File: src/rtl/spi_pkg.sv
// Shared definitions for the 16-bit SPI master: FSM states and frame constants.
// Imported by spi_mstr16; no logic lives here.
// SCLK_PRELOAD parks the divider just below its SCLK fall so SCLK idles high.
package spi_pkg;

  typedef enum logic [1:0] {
    IDLE  = 2'd0,
    PORCH = 2'd1,
    SHIFT = 2'd2
  } state_t;

  // Divider value held while idle (SCLK = MSB = 1, 9 clk short of the first fall)
  localparam logic [4:0] SCLK_PRELOAD = 5'b10111;

  // Bits per transaction
  localparam int SPI_LEN = 16;

endpackage

File: src/rtl/spi_mstr16.sv
// 16-bit SPI master (mode 3): one wrt pulse clocks cmd out on MOSI and captures MISO.
// Latency: done rises 521 clk after the wrt edge with the default divider width.
// wrt is ignored while a transaction is in flight; done holds until the next accepted wrt.
module spi_mstr16
  import spi_pkg::*;
#(
  parameter int SCLK_DIV_W = 5
) (
  input  logic        clk,
  input  logic        rst_n,
  input  logic        wrt,
  input  logic [15:0] cmd,
  output logic        done,
  output logic [15:0] rd_data,
  output logic        SS_n,
  output logic        SCLK,
  output logic        MOSI,
  input  logic        MISO
);

  // Preload sits 9 counts before the all-ones wrap: MSB high, next bit low, rest ones.
  // For the default width this is exactly SCLK_PRELOAD.
  localparam logic [SCLK_DIV_W-1:0] DIV_PRE  = {2'b10, {(SCLK_DIV_W-2){1'b1}}};
  localparam logic [SCLK_DIV_W-1:0] DIV_SMPL = {1'b0, {(SCLK_DIV_W-1){1'b1}}};
  localparam logic [SCLK_DIV_W-1:0] DIV_SHFT = {SCLK_DIV_W{1'b1}};
  localparam logic [4:0]            LAST_BIT = 5'(SPI_LEN - 1);

  state_t                  state;
  logic [SCLK_DIV_W-1:0]   div;
  logic [4:0]              bit_cnt;
  logic [15:0]             shft_reg;
  logic                    miso_smpl;
  logic                    smpl;
  logic                    shft;

  // Divider decode: sample one clk ahead of the SCLK rise, shift at the wrap (SCLK fall)
  always_comb begin
    smpl = (div == DIV_SMPL);
    shft = (div == DIV_SHFT);
  end

  assign SCLK    = div[SCLK_DIV_W-1];
  assign MOSI    = shft_reg[15];
  assign rd_data = shft_reg;

  // Transaction FSM with inline divider, bit counter, shift register and MISO sampler
  always_ff @(posedge clk or negedge rst_n) begin
    if (!rst_n) begin
      state     <= IDLE;
      div       <= DIV_PRE;
      bit_cnt   <= 5'd0;
      shft_reg  <= 16'h0000;
      miso_smpl <= 1'b0;
      SS_n      <= 1'b1;
      done      <= 1'b0;
    end else begin
      if (smpl) begin
        miso_smpl <= MISO;
      end

      case (state)
        IDLE: begin
          div <= DIV_PRE;
          if (wrt) begin
            shft_reg <= cmd;
            done     <= 1'b0;
            bit_cnt  <= 5'd0;
            SS_n     <= 1'b0;
            state    <= PORCH;
          end
        end

        PORCH: begin
          div <= div + 1'b1;
          // First wrap is the front-porch SCLK fall: MOSI already holds bit 15, so no shift
          if (shft) begin
            state <= SHIFT;
          end
        end

        SHIFT: begin
          if (shft) begin
            shft_reg <= {shft_reg[14:0], miso_smpl};
            bit_cnt  <= bit_cnt + 1'b1;
            if (bit_cnt == LAST_BIT) begin
              // Reload instead of wrapping so there is no 17th SCLK fall
              div   <= DIV_PRE;
              SS_n  <= 1'b1;
              done  <= 1'b1;
              state <= IDLE;
            end else begin
              div <= div + 1'b1;
            end
          end else begin
            div <= div + 1'b1;
          end
        end

        default: begin
          div   <= DIV_PRE;
          SS_n  <= 1'b1;
          state <= IDLE;
        end
      endcase
    end
  end

endmodule

File: config.mk
export PLATFORM = sky130hd
export DESIGN_NAME = spi_mstr16
export DESIGN_NICKNAME = d
export VERILOG_FILES = /design/src/rtl/spi_pkg.sv /design/src/rtl/spi_mstr16.sv
export SDC_FILE = /design/constraint.sdc
export NUM_CORES = 1
export LEC_CHECK = 0
export BUFFER_PORTS_ARGS = -buffer_cell sky130_fd_sc_hd__buf_2
export CELL_PAD_IN_SITES_DETAIL_PLACEMENT = 1
export CELL_PAD_IN_SITES_GLOBAL_PLACEMENT = 1
export CORE_MARGIN = 3
export CORE_UTILIZATION = 34
export DETAILED_ROUTE_END_ITERATION = 16
export GPL_TIMING_DRIVEN = 0
export PLACE_DENSITY = 0.71
export SLEW_MARGIN = 15
export SYNTH_ARGS = -nofsm -noshare
export SYNTH_HDL_FRONTEND = slang
export SYNTH_SLANG_ARGS = --single-unit
File: constraint.sdc
create_clock -name clk -period 2.6 [get_ports clk]
set_input_delay 0.52 -clock clk [delete_from_list [all_inputs] [get_ports clk]]
set_output_delay 0.52 -clock clk [all_outputs]
set_load 0.01 [all_outputs]
==> key figures <==
Die
  – Row cnt: 24
  – Initial Util: 0.3687
  – Die width: about 76 um
  – Die footprint: 0.005830 mm2
  – Core area: about 0.0046 mm2
  – I/O pins: 40
  – Die H: 76.36 um

Setup path
  – CP Capture Type: flip-flop
  – CP max-delay cell: dfstp_2
  – Worst EP arrival: 2.26 ns
  – CP most frequent cell: ha_1
  – Critical Path Start Type: flip-flop
  – Worst reg2reg startpoint: div[0]
  – Worst setup path startpoint: div[0]
  – CP Max Fanout: 10
  – Crit-path cells: ha_1 > and3_1 > ha_1 > nand2_1 > a21oi_4 > buf_2 > a21oi_1
  – Required @ worst endpoint: 2.76 ns
  – WS Path Type: flip-flop to flip-flop
  – Reg-to-reg setup timing slack: 0.50 ns
  – Critical path's largest stage delay: 0.56 ns

Route
  – Routed vias: 1382
  – Final ANT Viol Nets: 0
  – 1st-iter DRT viols: between 40 and 50
  – Final WL: slightly above 4000 um
  – Vias per cell: between 4 and 5
  – WL/cell: 14.39 um
  – Post-route DRC: 0
  – Router iterations before antenna repair: 4

STA
  – Worst-Margin Slew: around 0.68 ns
  – Crit path time final: 2.104 ns
  – Final setup fails: 0
  – Clk_skew: 0.008264 ns
  – Max Slew Vio Count: 0
  – Slew HR: 0.5446
  – Setup TNS Final: 0 ns
  – Tcrit/Tclk final: 0.8093
  – Unrepaired setup endpoints after global routing: no
  – Hold Fails Final Rpt: 0
  – Fmax: 0.4752 GHz

Synthesis
  – Mapped cell area: between 0.0015 and 0.002 mm2
  – Share of the synthesized area in the top cell type: 0.3866
  – Xor/xnor share of the synthesized area: 0.01041
  – Async SR Flop Fraction: 1.000
  – Sequential area share after synthesis: 0.4647
  – Gate Count Post-Synth: 168
  – Cell taking the most area after synthesis: dfrtp_1
  – Adder-cell share of the synthesized area: 0.06691
  – Synthesis warning total: 0
  – Cell variety after synth: 33
  – Syn Area/Cell: 10.02 um2
  – Post-synthesis compound-gate area fraction: 0.1606
  – Largest cells by area after synthesis: dfrtp_1 (39%), mux2i_1 (11%), dfstp_2 (7.8%), a21oi_1 (6.8%), ha_1 (6.7%)
  – Post-synth EDFFs: 0
  – Seq cells post-synth: 31
  – Synth Net Count: between 150 and 200
  – Main combinational cell family by area after synthesis: compound AO/OA/AOI/OAI gates
  – Synth Area in Simple Gates: 0.1331
  – Mux cell area share after synthesis: 0.1138
  – Ys flop type: dfrtp_1

Clock tree
  – CTS tree: yes
  – CTS Root Cell: clkbuf_8
  – Htree depth: 2
  – # clock sinks: 31
  – Num CTS Buffers: 5
  – Clk_lat worst skew: 0.28 ns
  – Post-CTS Setup Repair Bufs: 0
  – # hold bufs at CTS: 0
  – Post-CTS Resized: 0
  – Clk slew on worst S/H paths: 0.07 ns
  – CTS max path bufs: 2

Layout
  – Antenna Cells: 0
  – Layout area overhead: 23.42%
  – Fin nets: 243
  – Post-layout instance area: 0.002077 mm2
  – Filler cell count: 561
  – Share of cells above drive strength 1: 0.3070

Global route
  – Initial antenna violation count: 0
  – GR Util All Layers: 0.1507
  – Largest net degree at the start of global routing: 32
  – Grt ovf: 0
  – First-pass GRT wire length: 7203 um
  – Number of global-route vias before repair: between 1000 and 1500

Power
  – Internal: 0.8380 mW
  – Peak supply drop: 0.3418 mV
  – Leak Pwr: 1.107 nW
  – Comb power frac: 0.064
  – Sw frac: 0.2191
  – Sw power: about 0.24 mW
  – Clock Power Share: 0.465
  – Seq pwr share: 0.471
  – Power Dens Cells: 516.7 mW/mm2

Placed design
  – Port Buf Inserts: 39
  – Routability Congestion: 0.7701
  – Detailed placer's ending HPWL: around 3000 um
  – Placed cell area: slightly below 0.002 mm2

Job
  – Number of max-cap violations: 0

Outcome
  – Run status: completed

Min path
  – Hold Path Class: input pin to async pin
-- synthesized netlist by cell type (2+ instances only) --
cell type / count
buf_2: 5
nand4_1: 2
dfstp_2: 5
a22oi_1: 2
dfrtp_1: 26
a31oi_1: 3
buf_6: 2
buf_4: 2
nor2b_1: 3
nand3_1: 5
mux2i_1: 18
a21oi_1: 23
o21ai_0: 8
nand2b_1: 3
and3_1: 3
ha_1: 9
nand2_1: 10
o221ai_1: 2
nor2_1: 18
inv_1: 6
-- kinds of logic (layout without fill, tap and decap cells) --
logic type               count (synthesis)  in the layout
flip-flops                              31             31
AO/OA/AOI/OAI                           45             45
adder cells (fa/ha/maj)                  9              9
XOR/XNOR                                 2              2
buffers and inverters                   15             62
AND/OR/NAND/NOR                         47             47
multiplexers                            19             19
-- path summary, 6_finish.rpt --
| path | endpoint | depth (start not counted) |
|---|---|---|
| hold / removal | state[1] | 1 |
| max in group asynchronous | rd_data[12] | 1 |
| hold reg to reg | SS_n | 1 |
| setup / recovery | rd_data[6] | 7 |
| setup reg to reg | rd_data[6] | 7 |
| min in group clk | miso_smpl | 2 |
-- power groups by stage --
stage | clock network [mW] | registers (mW) | logic (mW)
after floorplan | 0 | 0.520 | 0.0206
after global placement | 0 | 0.515 | 0.0695
after detailed placement | 0 | 0.515 | 0.0702
after CTS | 0.510 | 0.506 | 0.0707
after global routing | 0.536 | 0.508 | 0.0776
final | 0.499 | 0.506 | 0.0683
-- through the flow --
step,hold slack (ns),power (mW),util,worst slack [ns],instances
4_1_cts,0.3024,1.086,0.4550,0.4738,280
6_report,0.2657,1.073,0.4550,0.4958,280
5_1_grt,0.3312,1.122,0.4550,0.3092,280
2_1_floorplan,0.2244,0.5408,-,0.7697,168
3_5_place_dp,0.4907,0.5853,0.4293,0.5011,272
3_3_place_gp,0.4700,0.5844,0.4293,0.4877,272
-- registers in the layout, indices dropped and copies added, names as in the netlist --
name / cells
rd_data: 16
bit_cnt: 5
div: 5
state: 2
SS_n: 1
done: 1
miso_smpl: 1
-- layout by cell type, fill, tap and decap left out --
cell type  instances
a22oi_1            2
buf_4              2
a31oi_1            3
nor2_1            18
o22ai_1            1
o22a_1             1
xor2_1             1
o21a_1             1
buf_6              2
nor2b_2            1
clkbuf_8           6
nand2b_1           3
nor2b_1            3
o2bb2ai_1          1
nand2_1           10
ha_1               9
dfstp_2            5
o221ai_1           2
a21o_1             1
a21oi_1           23
and3_1             3
buf_2             44
bufinv_16          1
mux2_2             1
nand3_1            5
nor3b_1            1
dfrtp_1           26
xnor2_1            1
o21ai_0            8
a21oi_4            1
nand4_1            2
clkinv_2           1
mux2i_1           18
inv_1              6
a31o_2             1
nand2b_2           1
-- area by class of cell --
class / count / area (um2) / share of cell area
buffer: 9 / 62.56 / 0.03012
tap: 65 / 81.33 / 0.03916
sequential: 31 / 782.0 / 0.3765
timing repair buffer: 39 / 195.2 / 0.09398
inverter: 6 / 22.52 / 0.01084
clock inverter: 2 / 35.03 / 0.01687
clock buffer: 6 / 82.58 / 0.03976
multi-input combinational: 122 / 815.8 / 0.3928
-- layer usage --
metal  wire, um  vias up  GRT usage  part of all wire
met5          0        -          0                 0
met4         60        0    0.05435             0.015
met3        104        6    0.03191             0.026
li1           -      683          -                 -
met2       1952       19     0.2469              0.48
met1       1912      674     0.1957              0.47
-- worst max-delay path: cells and delay by family, from the launching register on --
family,cells,cell delay (ns)
adder cells (fa/ha/maj),2,0.42
AND/OR/NAND/NOR,2,0.32
AO/OA/AOI/OAI,2,0.38
flip-flops,1,0.56
buffers and inverters,1,0.29
Power figures use the tool's default switching activity.
